`src/rtl/uart_frame_scheduler.sv`:
```
`default_nettype none
// ============================================================================
// Module      : uart_frame_scheduler
// Description : Sequences game-state telemetry into tagged 16-bit words
//               {tag[3:0], payload[11:0]} for the 16-to-8 UART converter.
//               Emits one snapshotted frame per frame period. A match-control
//               word is inserted whenever scores or flags change. Uses a
//               valid/ready handshake and counts dropped frame ticks.
//               Optional macro UART_SCHED_CHECKSUM_EN appends a checksum word
//               (tag 0xF) to each frame.
// Revision    : 1.0 - initial release
// ============================================================================
module uart_frame_scheduler #(
  parameter int FRAME_CYCLES = 1083333,
  parameter int CNT_W        = 21
) (
  input  logic        clk,
  input  logic        rst,
  input  logic [11:0] pl1_posx,
  input  logic [11:0] pl1_posy,
  input  logic [11:0] ball_posx,
  input  logic [11:0] ball_posy,
  input  logic [3:0]  pl1_score,
  input  logic [3:0]  pl2_score,
  input  logic        flag_point,
  input  logic        end_game,
  input  logic        whistle,
  input  logic        word_ready,
  output logic [15:0] data,
  output logic        data_valid,
  output logic        busy,
  output logic [7:0]  overrun_cnt
);

  localparam logic [CNT_W-1:0] LAST_CNT = CNT_W'(FRAME_CYCLES - 1);

  localparam logic [3:0] TAG_CTRL      = 4'h0;
  localparam logic [3:0] TAG_PL1_POSX  = 4'h3;
  localparam logic [3:0] TAG_PL1_POSY  = 4'h4;
  localparam logic [3:0] TAG_BALL_POSX = 4'h5;
  localparam logic [3:0] TAG_BALL_POSY = 4'h6;

  localparam logic [2:0] SLOT_CTRL = 3'd0;
`ifdef UART_SCHED_CHECKSUM_EN
  localparam logic [3:0] TAG_CKSUM = 4'hF;
  localparam logic [2:0] SLOT_LAST = 3'd5;
`else
  localparam logic [2:0] SLOT_LAST = 3'd4;
`endif

  typedef enum logic [0:0] {
    ST_IDLE = 1'b0,
    ST_SEND = 1'b1
  } state_t;

  state_t           state;
  logic [CNT_W-1:0] frame_cnt;
  logic             tick;
  logic             tick_pending;
  logic             inserted;      // current word is an inserted CTRL word
  logic [2:0]       slot;          // last scheduled slot presented
  logic [2:0]       slot_nxt;
  logic [11:0]      last_ctrl;
  logic [11:0]      ctrl;
  logic             pending_ctrl;
  logic             xfer;
  logic [15:0]      next_word;
  logic [11:0]      snap_pl1_posx;
  logic [11:0]      snap_pl1_posy;
  logic [11:0]      snap_ball_posx;
  logic [11:0]      snap_ball_posy;

  assign ctrl         = {1'b0, whistle, end_game, flag_point, pl2_score, pl1_score};
  assign pending_ctrl = (ctrl != last_ctrl);
  assign tick         = (frame_cnt == LAST_CNT);
  assign xfer         = data_valid & word_ready;
  assign slot_nxt     = slot + 3'd1;

`ifdef UART_SCHED_CHECKSUM_EN
  // Checksum covers the scheduled payloads only, so the scheduled CTRL
  // payload is kept alongside the position snapshot.
  logic [11:0] snap_ctrl;
  logic [11:0] cksum;
  assign cksum = snap_ctrl + snap_pl1_posx + snap_pl1_posy
               + snap_ball_posx + snap_ball_posy;
`endif

  // Free-running frame timer; its wrap cycle is the frame tick.
  always_ff @(posedge clk or posedge rst) begin
    if (rst) begin
      frame_cnt <= '0;
    end else if (tick) begin
      frame_cnt <= '0;
    end else begin
      frame_cnt <= frame_cnt + CNT_W'(1);
    end
  end

  // Word selected for the scheduled slot following the current one.
  always_comb begin
    next_word = {TAG_CTRL, ctrl};
    case (slot_nxt)
      3'd1:    next_word = {TAG_PL1_POSX,  snap_pl1_posx};
      3'd2:    next_word = {TAG_PL1_POSY,  snap_pl1_posy};
      3'd3:    next_word = {TAG_BALL_POSX, snap_ball_posx};
      3'd4:    next_word = {TAG_BALL_POSY, snap_ball_posy};
`ifdef UART_SCHED_CHECKSUM_EN
      3'd5:    next_word = {TAG_CKSUM, cksum};
`endif
      default: next_word = {TAG_CTRL, ctrl};
    endcase
  end

  // Frame sequencer: snapshot, handshake, CTRL insertion and tick accounting.
  always_ff @(posedge clk or posedge rst) begin
    if (rst) begin
      state          <= ST_IDLE;
      data           <= '0;
      data_valid     <= 1'b0;
      busy           <= 1'b0;
      overrun_cnt    <= '0;
      tick_pending   <= 1'b0;
      last_ctrl      <= '0;
      inserted       <= 1'b0;
      slot           <= SLOT_CTRL;
      snap_pl1_posx  <= '0;
      snap_pl1_posy  <= '0;
      snap_ball_posx <= '0;
      snap_ball_posy <= '0;
`ifdef UART_SCHED_CHECKSUM_EN
      snap_ctrl      <= '0;
`endif
    end else begin
      case (state)
        ST_IDLE: begin
          if (tick || tick_pending) begin
            snap_pl1_posx  <= pl1_posx;
            snap_pl1_posy  <= pl1_posy;
            snap_ball_posx <= ball_posx;
            snap_ball_posy <= ball_posy;
`ifdef UART_SCHED_CHECKSUM_EN
            snap_ctrl      <= ctrl;
`endif
            // Starting consumes one tick; a coincident second one stays queued.
            tick_pending   <= tick & tick_pending;
            state          <= ST_SEND;
            slot           <= SLOT_CTRL;
            inserted       <= 1'b0;
            busy           <= 1'b1;
            data_valid     <= 1'b1;
            data           <= {TAG_CTRL, ctrl};
          end else if (pending_ctrl) begin
            // Stand-alone CTRL word outside a frame; busy stays low.
            state      <= ST_SEND;
            inserted   <= 1'b1;
            data_valid <= 1'b1;
            data       <= {TAG_CTRL, ctrl};
          end
        end

        ST_SEND: begin
          if (tick) begin
            if (!tick_pending) begin
              tick_pending <= 1'b1;
            end else if (overrun_cnt != 8'hFF) begin
              overrun_cnt <= overrun_cnt + 8'd1;
            end
          end

          if (xfer) begin
            if (data[15:12] == TAG_CTRL) begin
              last_ctrl <= data[11:0];
            end

            if (inserted && !busy) begin
              state      <= ST_IDLE;
              inserted   <= 1'b0;
              data_valid <= 1'b0;
            end else if (!inserted && (slot != SLOT_CTRL) && (slot != SLOT_LAST)
                         && pending_ctrl) begin
              inserted <= 1'b1;
              data     <= {TAG_CTRL, ctrl};
            end else if (!inserted && (slot == SLOT_LAST)) begin
              state      <= ST_IDLE;
              busy       <= 1'b0;
              data_valid <= 1'b0;
            end else begin
              slot     <= slot_nxt;
              inserted <= 1'b0;
              data     <= next_word;
            end
          end
        end

        default: state <= ST_IDLE;
      endcase
    end
  end

endmodule
`default_nettype wire
```
`config.mk`:
```
export PLATFORM = sky130hd
export DESIGN_NAME = uart_frame_scheduler
export DESIGN_NICKNAME = d
export VERILOG_FILES = /design/src/rtl/uart_frame_scheduler.sv
export SDC_FILE = /design/constraint.sdc
export NUM_CORES = 1
export LEC_CHECK = 0
export CORE_MARGIN = 3
export CORE_UTILIZATION = 35
export CTS_BUF_LIST = sky130_fd_sc_hd__clkbuf_16
export CTS_CLUSTER_SIZE = 30
export DETAILED_ROUTE_END_ITERATION = 7
export PLACE_DENSITY_LB_ADDON = 0.15
export SYNTH_ARGS = -nofsm -noshare
export SYNTH_HDL_FRONTEND = slang
export SYNTH_SLANG_ARGS = --single-unit
```
`constraint.sdc`:
```
create_clock -name clk -period 9.8 [get_ports clk]
set_input_delay 1.96 -clock clk [delete_from_list [all_inputs] [get_ports clk]]
set_output_delay 1.96 -clock clk [all_outputs]
set_load 0.03 [all_outputs]
```
==> run_results.csv, run 1 <==
group,metric,value,unit
outcome,outcome,"complete, no violations",
worst_setup_path,crit_fanout,29,
sta,tightestPinTransition,0.9591,ns
cts,post_cts_buffers,0,
worst_hold_path,hp-class,"flop to flop",
global_route,grt_pass1_wl,19930,um
worst_setup_path,cp-end-kind,"flop",
logic_synthesis,synth_cell_types,54,
cts,ctsResizeCount,0,
worst_setup_path,start_kind,"input port",
placed_design,hpwl,8792,um
sta,fin_ws,5.796,ns
floorplan,core_area,14590,um2
logic_synthesis,synth_area_leaders,"dfrtp_1 (53%), mux2_2 (11%), a22oi_1 (3.3%)",
routing,drtIter0Drc,222,
routing,drtPass1Iterations,4,
worst_hold_path,min_from,"snap_pl1_posx[11]",
sta,post-route-period-util,40.85,%
logic_synthesis,synth_flop_cell,"dfrtp_1",
cts,cts-root-buf,"clkbuf_16",
logic_synthesis,synth_cells,442,
worst_hold_path,hold_path_end,"snap_pl1_posx[11]",
layout,n_antenna_cell,0,
pwr,peakVddDrop,0.0001150,V
routing,drtAntennaViolNets,0,
sta,slew_viol_final,0,
worst_setup_path,r2r_cells,9,
cts,cts_tree,"built",
cts,htree_num_levels,3,
layout,finalNetCount,596,
logic_synthesis,synth_top_area_share,53.42,%
sta,fin_skew,0.008533,ns
logic_synthesis,ys_ff_latch,112,
pwr,total_power,0.001391,W
worst_setup_path,crit_slowest_cell,"nor4_1",
routing,vias,3559,
global_route,grt_pass1_vias,3646,
sta,finalHoldViolCount,0,
cts,worstSkewPairLatency,0.36,ns
sta,hold-worst-slack,0.4942,ns
sta,tns,0,ns
sta,slew_headroom,36.06,%
logic_synthesis,syn_area,5246,um2
floorplan,die_x,128.4,um
floorplan,start_util,35.96,%
pwr,p_per_area,211.4,nW/um2
worst_setup_path,crit_type,"input port to flop",
layout,multiInputGateArea,2300,um2
worst_setup_path,cp.required,10.04,ns
cts,clkTransAtPathRegs,0.08,ns
global_route,grt_overflow,0,
floorplan,rows,44,
placed_design,pre_cts_ws,5.416,ns
logic_synthesis,ys_warn_count,0,
worst_setup_path,cp_data_arrival_time,4.24,ns
layout,regArea,2803,um2
worst_hold_path,holdPathStages,1,
worst_setup_path,rr_endpoint,"snap_pl1_posy[3]",
layout,final.fill_count,1354,
cts,numCtsBuffers,9,
sta,setup_viol,0,
cts,cts_hold_buf,0,
floorplan,ios,88,
routing,drc,0,
worst_setup_path,ff2ff_setup_slack,7.27,ns
routing,via_per_inst,4.978,
floorplan,fp.dieArea,16490,um2
sta,fin_crit,4.004,ns
logic_synthesis,yosysSeqAreaShare,53.42,%
global_route,track_usage,15.52,%
global_route,antenna_found_initial,0,
sta,fmax,249.8,MHz
logic_synthesis,synth-async-reset-ratio,100.0,%
placed_design,gp_congestion,0.7648,
pwr,leakage,2.917,nW
logic_synthesis,yosys.area.top_type,"dfrtp_1",
sta,rsz0062_at_grt,"false",
global_route,grt_max_degree,76,
worst_setup_path,cp_cell_sequence,"clkdlybuf4s50_1 > xor2_1 > nor4_1 > nand3_1 > o41ai_4 > buf_4 > or2_4 > o22ai_1",
cts,clockBufferDepth,2,
logic_synthesis,syn-num-nets,512,
routing,routedWlPerCell,17.15,um
placed_design,io_buffers,86,
layout,drive_above_1_share,18.46,%
worst_setup_path,cp_slowest_stage_delay,0.52,ns
job,maxCapViolations,0,
floorplan,fp.dieH,128.4,um
layout,syn2layout_area_growth,25.40,%
worst_setup_path,timing.rr.start,"frame_cnt[0]",
cts,cts_sinks,112,
logic_synthesis,synth_edf_count,0,
routing,routed_wl,12260,um
logic_synthesis,avgSynthCellArea,11.87,um2
==> state kept, by name, indices dropped and copies added (netlist names) <==
signal,cells
busy,1
data,15
data_valid,1
frame_cnt,21
inserted,1
last_ctrl,12
overrun_cnt,8
slot,3
snap_ball_posx,12
snap_ball_posy,12
snap_pl1_posx,12
snap_pl1_posy,12
state,1
tick_pending,1
==> synthesized netlist by cell type, drive strengths merged, types with 4 or more instances <==
library cell  number
clkbuf             8
o31ai              6
nand4              6
ha                 8
and3               4
dfrtp            112
xor2              19
inv               11
and2               5
nand2             36
mux2              60
nor4               5
xnor2             18
nor2b              4
o21ai             18
nor2              29
nor3               4
a21oi              4
a22oi             23
nand3             14
buf               11
a31o              11
==> where the power goes <==
group          internal (W)  switching [W]
combinational      0.000183       0.000259
clock              0.000181       0.000192
sequential         0.000521      0.0000552
total              0.000885       0.000506
==> how the worst max path moves through the flow <==
| stage | from | to | cells after the start |
|---|---|---|---|
| 4_1_cts | pl2_score[3] | slot[1] | 8 |
| 2_1_floorplan | rst | busy | 1 |
| 3_5_place_dp | pl2_score[3] | slot[1] | 8 |
| 3_3_place_gp | pl1_score[2] | slot[1] | 8 |
| 5_1_grt | pl1_score[2] | slot[1] | 8 |
| 6_report | pl2_score[3] | slot[1] | 8 |
==> kinds of logic (layout without fill, tap and decap cells) <==
| group | Yosys count | in the layout | share of synthesized area, % |
|---|---|---|---|
| AND/OR/NAND/NOR | 120 | 120 | 12.14 |
| adder cells (fa/ha/maj) | 9 | 9 | 2.099 |
| XOR/XNOR | 37 | 37 | 6.177 |
| flip-flops | 112 | 112 | 53.42 |
| multiplexers | 62 | 62 | 13.26 |
| buffers and inverters | 30 | 119 | 2.957 |
| AO/OA/AOI/OAI | 71 | 71 | 9.874 |
| other | 1 | 1 | 0.07148 |
==> layer usage <==
layer / global-route usage, % / up-vias / wire (um)
li1: - / 1729 / -
met1: 23.10 / 1755 / 6214
met2: 22.40 / 62 / 5365
met3: 4.193 / 13 / 566
met4: 3.933 / 0 / 114
met5: 0 / - / 0
==> final cells by class <==
cell class / instances / area share [%]
clock buffer: 9 / 3.423
clock inverter: 7 / 1.084
inverter: 11 / 0.6657
multi-input combinational: 300 / 34.96
sequential: 112 / 42.60
tap: 184 / 3.499
timing repair buffer: 92 / 13.77
==> cells in the final DEF, fill, tap and decap left out, types with 3 or more instances in the layout <==
cell	synthesis	routed
nand4_1	6	6
nand2_1	36	36
nor2b_1	4	4
xnor2_1	18	18
xor2_1	19	19
dfrtp_1	112	112
o21ai_0	8	8
inv_1	11	10
nor4_1	4	4
o31ai_1	4	4
buf_4	4	6
clkbuf_16	0	9
and2_1	4	4
inv_8	0	3
mux2_2	51	51
a22oi_1	23	23
mux2_1	9	9
and3_1	4	4
a31o_2	10	10
a21oi_1	4	4
nor2_1	27	27
ha_1	8	8
clkdlybuf4s50_1	0	86
o21ai_1	10	10
nand3_1	14	14
==> through the flow <==
step	instance area [um2]	std cells	utilization (%)
after global routing	6579	715	45.09
final	6579	715	45.09
after floorplan	5246	442	-
after CTS	6579	715	45.09
after detailed placement	6282	699	43.06
after global placement	6282	699	43.06
==> critical path, delay by kind of cell <==
kind / cells / cell delay, ns
AND/OR/NAND/NOR: 3 / 1.00
buffers and inverters: 2 / 0.79
AO/OA/AOI/OAI: 2 / 0.34
XOR/XNOR: 1 / 0.16
Power figures use the tool's default switching activity.
==> inputs of run 2 (changes only) <==
clock period = 4.09 ns   (was 9.8 ns; I/O delays follow)
==> run 2 against run 1 <==
- clock skew hardly changed
- routed wire length shrank 0.46%
- critical path type unchanged
- sequential share of layout area is 0.065 points lower
- critical path depth did not move
- sequential power grew 140%
- register-to-register slack worse by 5.9 ns
- global-route usage is 0.26 points lower
- clock power increased by 130%
==> run_results.csv, run 2 (same netlist as run 1, synthesis figures left out) <==
group,metric,value,unit
outcome,outcome,"complete, no violations",
placed_design,gp_congestion,0.7890,
worst_setup_path,cp-end-kind,"flop",
floorplan,fp.dieH,128.4,um
worst_setup_path,timing.critical_path.buf_inv,2,
pwr,p_per_area,503.5,nW/um2
layout,postLayoutCoreUtil,45.16,%
worst_setup_path,crit_start,"pl1_score[2]",
layout,mostFrequentLayoutCells,"dfrtp_1 (112), clkdlybuf4s50_1 (86), mux2_2 (51), nand2_1 (36), nor2_1 (27)",
pwr,p_seq_share,41.7,%
sta,post-route-period-util,68.95,%
pwr,p_sw,0.001200,W
routing,drc,0,
worst_setup_path,crit_type,"input port to flop",
layout,top_register,"frame_cnt",
routing,drtAntennaViolNets,0,
placed_design,placed_cell_area,6302,um2
layout,drive_above_1_share,18.61,%
routing,via_per_inst,5.061,
worst_setup_path,crit_slowest_cell,"nor4_1",
layout,n_antenna_cell,0,
worst_setup_path,cp_slowest_stage_delay,0.52,ns
pwr,leakage,2.927,nW
cts,worstSkewPairLatency,0.36,ns
sta,setup_viol,0,
cts,clkTransAtPathRegs,0.08,ns
sta,fin_skew,0.009031,ns
pwr,intPower,0.002117,W
routing,drtPass1Iterations,4,
worst_setup_path,timing.rr.start,"frame_cnt[0]",
worst_setup_path,cp_data_arrival_time,3.06,ns
global_route,track_usage,15.26,%
worst_hold_path,holdPathStages,1,
cts,cts-root-buf,"clkbuf_16",
sta,slew_headroom,55.79,%
sta,slew_viol_final,0,
sta,tightestPinTransition,0.6631,ns
global_route,grt_pass1_wl,19580,um
routing,vias,3624,
job,maxCapViolations,0,
pwr,swShare,36.17,%
worst_setup_path,critPathTopFamily,"simple AND/OR/NAND/NOR gates",
worst_hold_path,min_from,"snap_ball_posx[11]",
pwr,peakVddDrop,0.0003002,V
pwr,combPwrFrac,32.0,%
floorplan,fp.dieArea,16490,um2
layout,largest_reg_flops,21,
cts,post_cts_buffers,0,
worst_setup_path,cp.depth,8,
routing,routedWlPerCell,17.04,um
worst_setup_path,cp_cell_sequence,"clkdlybuf4s50_1 > xor2_1 > nor4_1 > nand3_1 > o41ai_4 > buf_4 > or2_4 > o22ai_1",
worst_setup_path,cp.required,4.33,ns
floorplan,die_x,128.4,um
cts,numCtsBuffers,9,
worst_setup_path,crit_fanout,29,
global_route,grt_max_degree,85,
layout,syn2layout_area_growth,25.59,%
placed_design,hpwl,8759,um
sta,tns,0,ns
routing,drtIter0Drc,223,
floorplan,rows,44,
sta,fin_crit,2.820,ns
pwr,power_frac_clock,26.3,%
global_route,grt_pass1_vias,3532,
worst_setup_path,r2r_cells,9,
layout,layout_commonest_cell,"dfrtp_1",
sta,finalHoldViolCount,0,
sta,rsz0062_at_grt,"false",
layout,fin_area,6589,um2
cts,cts_hold_buf,0,
sta,fmax,354.6,MHz
placed_design,io_buffers,86,
floorplan,start_util,35.96,%
floorplan,ios,88,
global_route,grt_overflow,0,
routing,routed_wl,12200,um
worst_setup_path,start_kind,"input port",
cts,clockBufferDepth,2,
layout,finalNetCount,597,
global_route,antenna_found_initial,0,
worst_hold_path,hp-class,"flop to flop",
cts,htree_num_levels,3,
cts,cts_tree,"built",
floorplan,core_area,14590,um2
cts,ctsResizeCount,0,
layout,top_regs,"frame_cnt (21), data (15)",
cts,cts_sinks,112,
pwr,total_power,0.003317,W
==> run 2: changes by cell type in the layout (fill, tap and decap cells not counted), sizes merged <==
cell,change
buf,+1
clkinv,-2
inv,+2
==> run 2: worst reg2reg max path, stage by stage (launching register included) <==
cell     delay (ns)
dfrtp_1        0.44
inv_1          0.08
ha_1           0.14
and3b_1        0.19
nand2_1        0.10
nor3_4         0.26
nor2_2         0.11
nor2_4         0.49
buf_4          0.39
mux2_2         0.37
==> run 2: metal layers <==
layer / track usage [%] / vias to the layer above / share of wire, %
met1: 22.59 / 1799 / 50
met4: 4.057 / 0 / 1.3
met3: 4.608 / 9 / 5.2
li1: - / 1731 / -
met5: 0 / - / 0
met2: 21.70 / 85 / 44
==> run 2: layout make-up <==
cell class                      count  area, um2
Multi-Input combinational cell    300       2300
Tap cell                          184      230.2
Inverter                           11      43.79
Clock inverter                      7      61.31
Timing Repair Buffer               93      925.9
Fill cell                        1360       8000
Sequential cell                   112       2803
Clock buffer                        9      225.2
==> run 2: power by group through the flow <==
stage,Clock [W],Sequential (W),Combinational (W)
after detailed placement,0,0.00141,0.00107
after CTS,0.000902,0.00139,0.00107
after global placement,0,0.00140,0.00104
final,0.000872,0.00138,0.00106
after global routing,0.000948,0.00141,0.00116
after floorplan,0,0.00150,0.000575
==> run 2: worst paths after layout <==
| check | to | slack, ns |
|---|---|---|
| max | slot[1] | 1.27 |
| min | snap_ball_posx[11] | 0.49 |
| max reg2reg | snap_ball_posx[4] | 1.42 |
| min reg2reg | snap_ball_posx[11] | 0.49 |
| max in group asynchronous | frame_cnt[11] | 2.50 |
| min in group asynchronous | snap_pl1_posx[9] | 0.80 |
==> run 2: stage by stage <==
step	cells	setup WS, ns	hold WS, ns
final	716	1.270	0.4935
after global routing	716	1.134	0.5128
after CTS	716	1.204	0.4931
after detailed placement	700	0.8218	0.4754
after global placement	700	0.8862	0.4713
after floorplan	442	0.3130	0.4570
==> inputs of run 3 (changes only) <==
clock period = 2.9 ns   (was 4.09 ns; I/O delays follow)
==> run 3 against run 2 <==
- clock skew grew 0.0054 ns
- design area increased by 1.7%
- sequential share of layout area fell by 0.72 points
- via count rose by 0.19%
- combinational power is 53% higher
- power rose by 45%
- global-route usage grew 0.48 points
- utilization rose by 0.78 points
- sequential cell count unchanged
- critical path type unchanged
==> run_results.csv, run 3 (same netlist as run 1, synthesis figures left out) <==
group,metric,value,unit
worst_setup_path,r2r_cells,9,
outcome,outcome,"complete, no violations",
sta,tightestPinTransition,0.6773,ns
layout,n_antenna_cell,0,
global_route,grt_pass1_wl,20180,um
layout,syn2layout_area_growth,27.76,%
global_route,antenna_found_initial,0,
layout,drive_above_1_share,19.67,%
cts,cts_hold_buf,0,
worst_hold_path,hp-class,"flop to flop",
sta,slew_headroom,54.75,%
cts,cts_tree,"built",
pwr,leakage,2.974,nW
floorplan,ios,88,
sta,post-route-period-util,84.31,%
worst_setup_path,cp.required,3.14,ns
floorplan,core_area,14590,um2
floorplan,rows,44,
sta,tns,0,ns
floorplan,start_util,35.96,%
global_route,grt_overflow,0,
sta,fmax,409.0,MHz
worst_hold_path,holdPathStages,1,
worst_setup_path,cp.depth,9,
routing,drtAntennaViolNets,0,
routing,drc,0,
cts,htree_num_levels,3,
routing,drtIter0Drc,144,
cts,ctsResizeCount,0,
routing,wl_met1,6165,um
cts,numCtsBuffers,9,
routing,vias,3631,
job,maxCapViolations,0,
cts,cts_sinks,112,
cts,cts-root-buf,"clkbuf_16",
worst_setup_path,crit_slowest_cell,"clkdlybuf4s50_1",
worst_setup_path,start_kind,"input port",
worst_setup_path,cp_data_arrival_time,2.68,ns
layout,mostFrequentLayoutCells,"dfrtp_1 (112), clkdlybuf4s50_1 (86), mux2_2 (51), nand2_1 (36), nor2_1 (27)",
global_route,grt_pass1_vias,3728,
sta,fin_skew,0.01442,ns
floorplan,die_x,128.4,um
layout,largest_reg_flops,21,
sta,rsz0062_at_grt,"false",
global_route,track_usage,15.73,%
cts,worstSkewPairLatency,0.36,ns
sta,fin_crit,2.445,ns
routing,met3_wirelength,513,um
worst_setup_path,critPathTopFamily,"buffers and inverters",
floorplan,fp.dieArea,16490,um2
worst_setup_path,timing.critical_path.buf_inv,3,
layout,top_register,"frame_cnt",
routing,wl_met2,5649,um
pwr,p_per_area,716.5,nW/um2
routing,routedWlPerCell,17.14,um
sta,finalHoldViolCount,0,
layout,final.fill_count,1349,
layout,layout_commonest_cell,"dfrtp_1",
routing,dr.max_layer_used,"met4",
layout,top_regs,"frame_cnt (21), data (15)",
sta,fin_ws,0.4550,ns
cts,clkTransAtPathRegs,0.08,ns
worst_setup_path,cp-end-kind,"flop",
worst_setup_path,cp_slowest_stage_delay,0.44,ns
global_route,grt_max_degree,50,
routing,routed_wl,12390,um
pwr,total_power,0.004802,W
placed_design,pre_cts_ws,0.03871,ns
placed_design,io_buffers,86,
worst_setup_path,crit_type,"input port to flop",
cts,post_cts_buffers,0,
placed_design,gp_congestion,0.7962,
worst_setup_path,crit_fanout,26,
worst_setup_path,cp_cell_sequence,"clkdlybuf4s50_1 > xor2_1 > nor4_1 > buf_4 > nand3_1 > o41ai_4 > buf_12 > a31o_2 > o21ai_0",
pwr,peakVddDrop,0.0005311,V
routing,via_per_inst,5.022,
cts,clockBufferDepth,2,
sta,hold-worst-slack,0.4961,ns
sta,setup_viol,0,
sta,slew_viol_final,0,
floorplan,fp.dieH,128.4,um
placed_design,hpwl,9211,um
routing,drtPass1Iterations,4,
layout,finalNetCount,604,
run 3: area by class of cell:
class                      instances  area (um2)  share of cell area (%)
sequential                       112        2803                   41.81
tap                              184       230.2                   3.435
clock inverter                     7       71.32                   1.064
timing repair buffer             100        1028                   15.34
multi-input combinational        300        2300                   34.31
inverter                          11       45.04                  0.6720
clock buffer                       9       225.2                   3.360
run 3: layer usage:
layer | up-vias | track usage (%)
met2 | 54 | 23.78
met5 | - | 0
met3 | 4 | 3.902
met1 | 1827 | 23.00
li1 | 1746 | -
met4 | 0 | 3.308
run 3: power breakdown:
group	total, W	internal (W)	switching (W)	leakage, nW
registers	0.00195	0.00176	0.000187	1.50
logic	0.00162	0.000708	0.000913	1.33
clock network	0.00123	0.000610	0.000622	0.146
total	0.00480	0.00308	0.00172	2.97
run 3: stage by stage:
stage	std cells	instance area, um2	utilization, %
6_report	723	6703	45.94
5_1_grt	723	6703	45.94
2_1_floorplan	442	5250	-
3_3_place_gp	707	6406	43.91
3_5_place_dp	707	6406	43.91
4_1_cts	723	6703	45.94
run 3: path summary, 6_finish.rpt:
kind                       slack [ns]                end               from
min                              0.50  snap_ball_posy[1]  snap_ball_posy[1]
max reg2reg                      0.56            data[9]            slot[0]
min in group asynchronous        0.66  snap_ball_posx[9]                rst
max                              0.45            data[9]       pl1_score[2]
max in group asynchronous        1.59  snap_pl1_posy[10]                rst
min reg2reg                      0.50  snap_ball_posy[1]  snap_ball_posy[1]
